`src/rtl/player_motion.sv`:
```
// -----------------------------------------------------------------------------
// player_motion
//   Keyboard-driven sprite position generator for the player character.
//   A horizontal FSM walks the sprite left/right at one pixel per step period,
//   clamped to the playfield. A vertical FSM runs a jump arc: constant-rate
//   deceleration while rising, accelerating fall up to a terminal velocity,
//   and landing back on the ground line. Both axes update independently.
//
// Ports
//   clk          in   1   system clock
//   rst          in   1   synchronous, active-high reset
//   keyCode      in   7   ASCII of the current key from the keyboard decoder
//   released     in   1   1 = key in keyCode released, 0 = held
//   xpos         out  12  sprite x (registered)
//   ypos         out  12  sprite y (registered, down = larger)
//   moving       out  1   horizontal FSM is in H_LEFT or H_RIGHT
//   facing_left  out  1   last horizontal direction, 1 = left
//   airborne     out  1   vertical FSM is in V_RISING or V_FALLING
// -----------------------------------------------------------------------------
module player_motion #(
   parameter int STEP_DIV = 80_000,
   parameter int JUMP_DIV = 200_000,
   parameter int X_MIN    = 0,
   parameter int X_MAX    = 1000,
   parameter int Y_TOP    = 0,
   parameter int Y_GROUND = 700,
   parameter int X_INIT   = 0,
   parameter int JUMP_V0  = 12,
   parameter int V_MAX    = 12
) (
   input  logic        clk,
   input  logic        rst,
   input  logic [6:0]  keyCode,
   input  logic        released,
   output logic [11:0] xpos,
   output logic [11:0] ypos,
   output logic        moving,
   output logic        facing_left,
   output logic        airborne
);

   localparam int SW = (STEP_DIV > 0) ? $clog2(STEP_DIV + 1) : 1;
   localparam int TW = (JUMP_DIV > 0) ? $clog2(JUMP_DIV + 1) : 1;

   localparam logic [SW-1:0] STEP_LAST  = SW'(STEP_DIV);
   localparam logic [SW-1:0] STEP_ONE   = SW'(1);
   localparam logic [TW-1:0] TICK_LAST  = TW'(JUMP_DIV);
   localparam logic [TW-1:0] TICK_ONE   = TW'(1);

   localparam logic [11:0] X_MIN_C    = 12'(X_MIN);
   localparam logic [11:0] X_MAX_C    = 12'(X_MAX);
   localparam logic [11:0] X_INIT_C   = 12'(X_INIT);
   localparam logic [11:0] Y_TOP_C    = 12'(Y_TOP);
   localparam logic [11:0] Y_GROUND_C = 12'(Y_GROUND);
   localparam logic [12:0] Y_TOP_W    = 13'(Y_TOP);
   localparam logic [12:0] Y_GROUND_W = 13'(Y_GROUND);
   localparam logic [5:0]  JUMP_V0_C  = 6'(JUMP_V0);
   localparam logic [5:0]  V_MAX_C    = 6'(V_MAX);
   localparam logic [6:0]  V_MAX_W    = 7'(V_MAX);

   typedef enum logic [1:0] {
      H_IDLE  = 2'd0,
      H_LEFT  = 2'd1,
      H_RIGHT = 2'd2
   } h_state_t;

   typedef enum logic [1:0] {
      V_GROUND  = 2'd0,
      V_RISING  = 2'd1,
      V_FALLING = 2'd2
   } v_state_t;

   // State and datapath registers
   h_state_t      h_state_q,   h_state_d;
   v_state_t      v_state_q,   v_state_d;
   logic [SW-1:0] step_cnt_q,  step_cnt_d;
   logic [TW-1:0] tick_cnt_q,  tick_cnt_d;
   logic [5:0]    vel_q,       vel_d;
   logic [11:0]   xpos_q,      xpos_d;
   logic [11:0]   ypos_q,      ypos_d;
   logic          facing_q,    facing_d;
   logic          moving_q,    moving_d;
   logic          airborne_q,  airborne_d;
   logic          jump_prev_q, jump_prev_d;

   // Combinational helpers
   logic          key_left;
   logic          key_right;
   logic          key_jump;
   logic          left_held;
   logic          right_held;
   logic          jump_held;
   logic          jump_accept;
   logic          step_due;
   logic          tick_due;
   logic [12:0]   top_plus_vel;
   logic [11:0]   rise_y;
   logic [6:0]    vel_inc;
   logic [5:0]    fall_v;
   logic [12:0]   fall_sum;
   logic          land;

   // Decode the ASCII key into movement intents
   always_comb begin
      key_left  = 1'b0;
      key_right = 1'b0;
      key_jump  = 1'b0;
      case (keyCode)
         7'd65, 7'd97:          key_left  = 1'b1;
         7'd68, 7'd100:         key_right = 1'b1;
         7'd87, 7'd119, 7'd32:  key_jump  = 1'b1;
         default: begin
            key_left  = 1'b0;
            key_right = 1'b0;
            key_jump  = 1'b0;
         end
      endcase
   end

   assign left_held  = key_left  & ~released;
   assign right_held = key_right & ~released;
   assign jump_held  = key_jump  & ~released;

   // Horizontal FSM next state; left/right switch directly without idling
   always_comb begin
      h_state_d = h_state_q;
      if (released) begin
         h_state_d = H_IDLE;
      end else begin
         case (h_state_q)
            H_IDLE: begin
               if (left_held)       h_state_d = H_LEFT;
               else if (right_held) h_state_d = H_RIGHT;
               else                 h_state_d = H_IDLE;
            end
            H_LEFT: begin
               if (right_held) h_state_d = H_RIGHT;
               else            h_state_d = H_LEFT;
            end
            H_RIGHT: begin
               if (left_held) h_state_d = H_LEFT;
               else           h_state_d = H_RIGHT;
            end
            default: h_state_d = H_IDLE;
         endcase
      end
   end

   assign step_due = (h_state_q != H_IDLE) && (step_cnt_q == STEP_LAST);

   // Step counter, x position (clamped) and facing/moving flags
   always_comb begin
      step_cnt_d = step_cnt_q + STEP_ONE;
      xpos_d     = xpos_q;
      facing_d   = facing_q;
      moving_d   = (h_state_d != H_IDLE);

      // Idle, a fresh entry or a direction switch restarts the step period
      if ((h_state_d == H_IDLE) || (h_state_d != h_state_q) || step_due) begin
         step_cnt_d = '0;
      end else begin
         step_cnt_d = step_cnt_q + STEP_ONE;
      end

      if (step_due && (h_state_q == H_LEFT) && (xpos_q != X_MIN_C)) begin
         xpos_d = xpos_q - 12'd1;
      end else if (step_due && (h_state_q == H_RIGHT) && (xpos_q != X_MAX_C)) begin
         xpos_d = xpos_q + 12'd1;
      end else begin
         xpos_d = xpos_q;
      end

      if (h_state_d == H_LEFT) begin
         facing_d = 1'b1;
      end else if (h_state_d == H_RIGHT) begin
         facing_d = 1'b0;
      end else begin
         facing_d = facing_q;
      end
   end

   assign jump_prev_d = jump_held;
   assign jump_accept = (v_state_q == V_GROUND) && jump_held && !jump_prev_q;
   assign tick_due    = (v_state_q != V_GROUND) && (tick_cnt_q == TICK_LAST);

   // Rise: 13-bit compare so ypos - vel can never wrap below the top clamp
   assign top_plus_vel = Y_TOP_W + {7'd0, vel_q};
   assign rise_y       = ({1'b0, ypos_q} < top_plus_vel) ? Y_TOP_C
                                                         : (ypos_q - {6'd0, vel_q});

   // Fall: accelerate up to terminal velocity, land when reaching the ground
   assign vel_inc  = {1'b0, vel_q} + 7'd1;
   assign fall_v   = (vel_inc > V_MAX_W) ? V_MAX_C : vel_inc[5:0];
   assign fall_sum = {1'b0, ypos_q} + {7'd0, fall_v};
   assign land     = (fall_sum >= Y_GROUND_W);

   // Vertical FSM: jump accept, tick counter, velocity and y position
   always_comb begin
      v_state_d  = v_state_q;
      vel_d      = vel_q;
      ypos_d     = ypos_q;
      tick_cnt_d = tick_cnt_q;

      case (v_state_q)
         V_GROUND: begin
            tick_cnt_d = '0;
            if (jump_accept) begin
               vel_d     = JUMP_V0_C;
               v_state_d = V_RISING;
            end else begin
               vel_d     = 6'd0;
               v_state_d = V_GROUND;
            end
         end
         V_RISING: begin
            if (tick_due) begin
               tick_cnt_d = '0;
               ypos_d     = rise_y;
               if (vel_q <= 6'd1) begin
                  vel_d     = 6'd0;
                  v_state_d = V_FALLING;
               end else begin
                  vel_d     = vel_q - 6'd1;
               end
            end else begin
               tick_cnt_d = tick_cnt_q + TICK_ONE;
            end
         end
         V_FALLING: begin
            if (tick_due) begin
               tick_cnt_d = '0;
               if (land) begin
                  ypos_d    = Y_GROUND_C;
                  vel_d     = 6'd0;
                  v_state_d = V_GROUND;
               end else begin
                  ypos_d    = fall_sum[11:0];
                  vel_d     = fall_v;
               end
            end else begin
               tick_cnt_d = tick_cnt_q + TICK_ONE;
            end
         end
         default: begin
            v_state_d  = V_GROUND;
            vel_d      = 6'd0;
            ypos_d     = Y_GROUND_C;
            tick_cnt_d = '0;
         end
      endcase

      airborne_d = (v_state_d != V_GROUND);
   end

   // State and output registers with synchronous reset
   always_ff @(posedge clk) begin
      if (rst) begin
         h_state_q   <= H_IDLE;
         v_state_q   <= V_GROUND;
         step_cnt_q  <= '0;
         tick_cnt_q  <= '0;
         vel_q       <= 6'd0;
         xpos_q      <= X_INIT_C;
         ypos_q      <= Y_GROUND_C;
         facing_q    <= 1'b0;
         moving_q    <= 1'b0;
         airborne_q  <= 1'b0;
         jump_prev_q <= 1'b0;
      end else begin
         h_state_q   <= h_state_d;
         v_state_q   <= v_state_d;
         step_cnt_q  <= step_cnt_d;
         tick_cnt_q  <= tick_cnt_d;
         vel_q       <= vel_d;
         xpos_q      <= xpos_d;
         ypos_q      <= ypos_d;
         facing_q    <= facing_d;
         moving_q    <= moving_d;
         airborne_q  <= airborne_d;
         jump_prev_q <= jump_prev_d;
      end
   end

   assign xpos        = xpos_q;
   assign ypos        = ypos_q;
   assign moving      = moving_q;
   assign facing_left = facing_q;
   assign airborne    = airborne_q;

endmodule

```
`config.mk`:
```
export PLATFORM = sky130hd
export DESIGN_NAME = player_motion
export DESIGN_NICKNAME = d
export VERILOG_FILES = /design/src/rtl/player_motion.sv
export SDC_FILE = /design/constraint.sdc
export NUM_CORES = 1
export LEC_CHECK = 0
export CORE_UTILIZATION = 31
export DETAILED_ROUTE_END_ITERATION = 8
export DONT_BUFFER_PORTS = 1
export GPL_TIMING_DRIVEN = 0
export SETUP_SLACK_MARGIN = 0.3
export SYNTH_ARGS = -nofsm -noshare
export SYNTH_HDL_FRONTEND = slang
export SYNTH_SLANG_ARGS = --single-unit
```
`constraint.sdc`:
```
create_clock -name clk -period 8.7 [get_ports clk]
set_clock_uncertainty 0.05 [all_clocks]
set_input_delay 1.74 -clock clk [delete_from_list [all_inputs] [get_ports clk]]
set_output_delay 1.74 -clock clk [all_outputs]
set_load 0.1 [all_outputs]
```
==> results of run 1 <==
[through the flow]
stage / instances / total power [mW] / worst slack, ps / hold WS (ps)
finish: 829 / 0.756 / 4330 / 413
global route: 829 / 0.782 / 4110 / 454
CTS: 829 / 0.765 / 4350 / 416
detailed placement: 813 / 0.371 / 4280 / 402
global placement: 813 / 0.370 / 4280 / 398
floorplan: 602 / 0.364 / 4790 / 380
[cells in the final DEF (no fill, tap or decap), types with 4 or more instances in the layout]
master and instances:
a211oi_1 5, a21o_1 8, a21oi_1 27, a31oi_1 7, a41o_1 5, and2_1 6, and3_1 16, clkbuf_1 16
clkbuf_16 9, dfxtp_1 73, ha_1 35, inv_1 27, mux2i_1 9, nand2_1 33, nand2b_1 6, nand3_1 29
nand4_1 8, nor2_1 87, nor2b_1 5, nor3_1 18, nor4_1 4, o211ai_1 8, o21a_1 6, o21ai_0 29
o22ai_1 4, o31ai_1 7, or2_2 5, or3_1 4, xnor2_1 32, xor2_1 24
[worst register-to-register path: cells and delay by family, from the launching register on]
kind / cells / cell delay (ps)
buf+inv: 1 / 230
xor+xnor: 1 / 220
compound gates: 7 / 1630
simple gates: 3 / 1100
flops: 1 / 670
fa+ha+maj: 1 / 360
[report_power, final]
| part | total, mW | internal, mW | switching, mW |
|---|---|---|---|
| Sequential | 0.336 | 0.335 | 0.00132 |
| Combinational | 0.0285 | 0.00972 | 0.0187 |
| Clock | 0.392 | 0.228 | 0.164 |
[cells by family (layout without fill, tap and decap cells)]
kind of cell             Yosys count  count (layout)  synth area share, %
AND/OR/NAND/NOR                  242             242                 24.8
AO/OA/AOI/OAI                    137             137                 19.2
flip-flops                        73              73                 30.1
XOR/XNOR                          56              56                 10.1
buffers and inverters             45              61                 3.66
adder cells (fa/ha/maj)           38              38                 10.2
multiplexers                       9               9                 1.85
other                              1               2               0.0771
[synth_stat cells, types with 6 or more instances]
| cell type | count | area, um^2 |
|---|---|---|
| clkbuf_1 | 16 | 60.1 |
| nor2_1 | 87 | 327 |
| and2_1 | 6 | 37.5 |
| nor3_1 | 18 | 90.1 |
| a21oi_1 | 27 | 135 |
| nand4_1 | 8 | 50.1 |
| a31oi_1 | 7 | 43.8 |
| o31ai_1 | 7 | 52.6 |
| xnor2_1 | 32 | 280 |
| nand2_1 | 33 | 124 |
| xor2_1 | 24 | 210 |
| a21o_1 | 8 | 60.1 |
| o211ai_1 | 8 | 60.1 |
| o21ai_0 | 29 | 145 |
| nand3_1 | 29 | 145 |
| inv_1 | 27 | 101 |
| nand2b_1 | 6 | 37.5 |
| mux2i_1 | 9 | 90.1 |
| and3_1 | 16 | 100 |
| o21a_1 | 6 | 45.0 |
| ha_1 | 35 | 438 |
| dfxtp_1 | 73 | 1460 |
[area by class of cell]
cell class              instances  area, um^2
plain buffers                  18        76.3
clock buffers                   9         225
clock inverters                 7        83.8
fillers                      1572        9820
inverters                      27         101
multi-input cells             484        3230
flip-flops and latches         73        1460
well taps                     211         264
[registers in the layout, indices dropped and copies added, names as in the netlist]
signal,flops
h_state_q,2
xpos,12
ypos,12
moving,1
jump_prev_q,1
facing_left,1
v_state_q,2
step_cnt_q,17
tick_cnt_q,18
airborne,1
vel_q,6
[per-layer routing]
layer / vias to the layer above / track usage, % / part of all wire, %
li1: 2188 / - / -
met1: 2104 / 19.2 / 44
met2: 118 / 27.2 / 48
met3: 22 / 3.56 / 5.5
met4: 0 / 7.00 / 2.0
met5: - / 0 / 0
[worst min path at each step]
stage	to	startpoint	cells past startpoint	slack, ps
5_1_grt	tick_cnt_q[0]	tick_cnt_q[0]	1	450
6_report	tick_cnt_q[0]	tick_cnt_q[0]	1	410
4_1_cts	tick_cnt_q[0]	tick_cnt_q[0]	1	420
3_5_place_dp	tick_cnt_q[0]	tick_cnt_q[0]	1	400
3_3_place_gp	tick_cnt_q[0]	tick_cnt_q[0]	1	400
2_1_floorplan	tick_cnt_q[0]	tick_cnt_q[0]	1	380
==> metrics.md, run 1 <==
| Metric | Value |
|---|---|
| Mapped cell area | between 0.004 and 0.005 mm^2 |
| Drc violations | 0 |
| Worst Setup End Kind | flop |
| Critical path fanouts, max | 10 |
| Die Y | approximately 130 um |
| CORE AREA | between 0.015 and 0.02 mm^2 |
| Syn. warnings | 0 |
| Total grt overflow | 0 |
| Critical path, cell by cell | or4_1 > nor3_1 > a31oi_1 > nand2_1 > inv_1 > ha_1 > a211oi_1 > o21a_1 > o31ai_1 > o41ai_1 > xor2_1 > a21oi_1 > a31o_2 |
| First-pass GRT wire length | just over 20000 um |
| Vias in the first global route | between 4000 and 5000 |
| Slowest-stage cell, CP | dfxtp_1 |
| Routed via count | 4432 |
| Post-synth ARST share | 0% |
| Min Clock Period, post-route | between 4000 and 5000 ps |
| Die width | 127 um |
| Worst r2r path cells | 13 |
| Syn avg cell area | roughly 8.1 um^2 |
| Initial Util | a little under a third |
| Period utilization | 50.2% |
| Reg-to-reg critical path endpoint | xpos[11] |
| Port Buffers | 0 |
| Number of cell rows | 45 |
| Sequential element share of the synthesized area | 30.1% |
| Postcts setup bufs | 0 |
| Largest delay share family, worst path | compound AO/OA/AOI/OAI gates |
| DR WL/cell | 14.6 um |
| Worst Path Required | just under 9000 ps |
| Hold Crit Class | reg -> reg |
| Crit path depth | 13 |
| RSZ-0062 raised after global routing | false |
| Cell Pwr Density | ~140 mW/mm^2 |
| CP startpoint kind | flop |
| Post-synth EDFFs | 0 |
| Final Cell Area | around 0.0054 mm^2 |
| Slew HR | a little under a fifth |
| Gr usage total | between 10% and 20% |
| Largest net degree at the start of global routing | 16 |
| Routed wire length | between 10000 and 15000 um |
| Worst Path Buf+Inv | 1 |
| Gp weighted congestion | 0.911 |
| Final core utilization | between 30% and 40% |
| Share of cells above drive strength 1 | approximately 5.5% |
| Pins Over Slew Limit | 0 |
| Register bit total from synthesis | 73 |
| FF-to-FF setup slack | ~4300 ps |
| Status | finished clean |
| CP endpoint | xpos[11] |
| Setup TNS | 0 ps |
| Max-cap violations | 0 |
| N_diodes | 0 |
| CTS tree | built |
| Cts hold-fix bufs | 0 |
| Clock Path Buffers | 2 |
| Crit. Startpoint | xpos[11] |
| Number of gates resized after cts | 0 |
| Peak VDD IR | slightly below 0.0001 V |
| Num CTS Buffers | 9 |
| Placed Area | 0.00513 mm^2 |
| DRT antenna net count | 0 |
| Drt first pass iters | 5 |
| Leak | 1.95 nW |
| Gate Count Post-Synth | about 600 |
| Final net count | roughly 660 |
| Largest stage delay, worst path | around 670 ps |
| Slew @ Worst Pin | about 1200 ps |
| Worst skew pair latency | about 350 ps |
| Final HPWL DP | roughly 9100 um |
| CTS clk-pin slew, worst paths | ~70 ps |
| Area growth from synthesis to layout | 11.9% |
| H-tree depth | 3 |
| Setup violations, final | 0 |
| Worst R2R Start | xpos[11] |
| Fmax | about 0.23 GHz |
| Setup CP Type | reg -> reg |
| Ports | 37 |
| Post-synthesis cell type count | 68 |
| CTS sink count | 73 |
| CP Data Arrival Time | ~4600 ps |
| Root Driver | clkbuf_16 |
| Hold Fails Final Rpt | 0 |
| Initial DRC Count | around 300 |
| Initial antenna violation count | 0 |
| DR vias/cell | around 5.3 |
| Die area | 0.0162 mm^2 |
| Top FF cell, synth | dfxtp_1 |
Note: power is estimated with default switching activity, not from simulation.
==> run 2, diff against run 1 <==
==> constraint.sdc (replaced) <==
create_clock -name clk -period 4.6 [get_ports clk]
set_clock_uncertainty 0.05 [all_clocks]
set_input_delay 0.92 -clock clk [delete_from_list [all_inputs] [get_ports clk]]
set_output_delay 0.92 -clock clk [all_outputs]
set_load 0.1 [all_outputs]
==> run 2 against run 1 <==
Effect of this change:
- core utilization rose by 0.090 points
- flip-flop and latch count did not move
- final cell count did not move
- critical path type unchanged
- highest routed layer unchanged
==> metrics.md, run 2 (synthesis results as in run 1) <==
| Metric | Value |
|---|---|
| Status | finished clean |
| Cell Pwr Density | ~260 mW/mm^2 |
| DR vias/cell | between 5 and 6 |
| Vias in the first global route | between 4000 and 5000 |
| Logic pwr share | under 10% |
| Pins Over Slew Limit | 0 |
| Hold Fails Final Rpt | 0 |
| Crit. Startpoint | vel_q[0] |
| Fillers | 1571 |
| P_int | 1.08 mW |
| Final core utilization | between 30% and 40% |
| Min Clock Period, post-route | 4010 ps |
| Slew @ Worst Pin | around 1200 ps |
| Switching Fraction | roughly a quarter |
| Total grt overflow | 0 |
| Routed via count | 4388 |
| CP startpoint kind | flop |
| Period utilization | about 87% |
| Setup CP Type | reg -> reg |
| Multi-input logic area | roughly 0.0032 mm^2 |
| Root Driver | clkbuf_16 |
| Critical path fanouts, max | 9 |
| Max reg flops | 18 |
| DRT antenna net count | 0 |
| DR WL/cell | around 15 um |
| Hold Crit Class | reg -> reg |
| Reg power frac | roughly 44% |
| Ports | 37 |
| Worst skew pair latency | between 300 and 400 ps |
| Clock share of power | between 50% and 60% |
| Area growth from synthesis to layout | 12.1% |
| Leak | 1.96 nW |
| CORE AREA | around 0.015 mm^2 |
| Max-cap violations | 0 |
| Most frequent cells in the layout | 87 x nor2_1, 68 x dfxtp_1, 35 x ha_1 |
| Die area | roughly 0.016 mm^2 |
| Gp weighted congestion | roughly 0.91 |
| Overall power | roughly 1.4 mW |
| Share of cells above drive strength 1 | ~6.5% |
| First-pass GRT wire length | approximately 21000 um |
| Worst hold slack | 413 ps |
| CTS sink count | 73 |
| Port Buffers | 0 |
| CP Data Arrival Time | between 4000 and 5000 ps |
| Postcts setup bufs | 0 |
| Drc violations | 0 |
| Largest regs | tick_cnt_q (18), step_cnt_q (17) |
| Peak VDD IR | about 0.00018 V |
| Initial Util | 31.9% |
| Routed wire length | 12100 um |
| Slew HR | 20.9% |
| FF/Latch Area | between 0.001 and 0.0015 mm^2 |
| Num CTS Buffers | 9 |
| H-tree depth | 3 |
| RSZ-0062 raised after global routing | false |
| Worst Setup End Kind | flop |
| Worst R2R Start | vel_q[0] |
| CTS tree | built |
| Fin cells | ~830 |
| Placed cells | roughly 800 |
| FF-to-FF setup slack | 590 ps |
| Number of cell rows | between 40 and 50 |
| Final net count | ~660 |
| Die width | 127 um |
| Commonest non-fill, non-tap cell in the layout | nor2_1 |
| NetSw | about 0.35 mW |
| Final HPWL DP | 9090 um |
| Gr usage total | roughly 16% |
| Drt first pass iters | 5 |
| Worst Path Required | between 4000 and 5000 ps |
| N_diodes | 0 |
| Die Y | between 100 and 150 um |
| Fmax | between 0.2 and 0.25 GHz |
| Largest Register | tick_cnt_q |
| Setup violations, final | 0 |
| CTS clk-pin slew, worst paths | about 60 ps |
| Initial DRC Count | between 300 and 400 |
| HP Start | tick_cnt_q[0] |
| Clock Path Buffers | 2 |
| Initial antenna violation count | 0 |
| Largest net degree at the start of global routing | 16 |
| Setup TNS | 0 ps |
[run 2: area by class of cell]
class	count	share of cell area [%]
Multi-Input combinational cell	484	59.3
Sequential cell	73	26.9
Tap cell	211	4.84
Clock buffer	9	4.13
Inverter	27	1.86
Clock inverter	7	1.54
Buffer	18	1.40
[run 2: worst paths after layout]
check             endpoint  depth (start not counted)
max                ypos[2]                         13
max reg2reg        ypos[2]                         13
min reg2reg  tick_cnt_q[0]                          1
min          tick_cnt_q[0]                          1
[run 2: layer usage]
layer	up-vias	track usage (%)	routed length, um
li1	2188	-	-
met1	2078	19.2	5430
met2	104	27.2	5800
met3	18	3.56	656
met4	0	7.00	242
met5	-	0	0
[run 2: metrics by stage]
stage	setup WS, ps	instance area [um^2]
4_1_cts	379	5440
6_report	587	5450
3_5_place_dp	352	5130
3_3_place_gp	406	5130
2_1_floorplan	880	4860
5_1_grt	374	5450
[run 2: critical path, cell delays in order, from the launching register on]
cell and delay, ps:
dfxtp_1 520, ha_1 310, nand3_1 130, a21oi_1 190, nand2_1 80, or2_2 330
ha_1 260, a211oi_1 510, o211ai_1 210, and2_1 230, a21o_1 190, a31o_2 260
a21o_1 320, o31a_1 320
[run 2: power groups by stage]
stage | clock (mW) | combinational (mW) | sequential, mW
floorplan | 0 | 0.0397 | 0.649
global placement | 0 | 0.0511 | 0.649
detailed placement | 0 | 0.0521 | 0.650
CTS | 0.759 | 0.0528 | 0.635
global route | 0.783 | 0.0601 | 0.635
finish | 0.742 | 0.0538 | 0.635
[run 2: repair_timing]
item / CTS / global route
gates resized for setup: 3 / 3
hold buffers: 0 / 0
endpoints found under the setup margin: 1 / 1
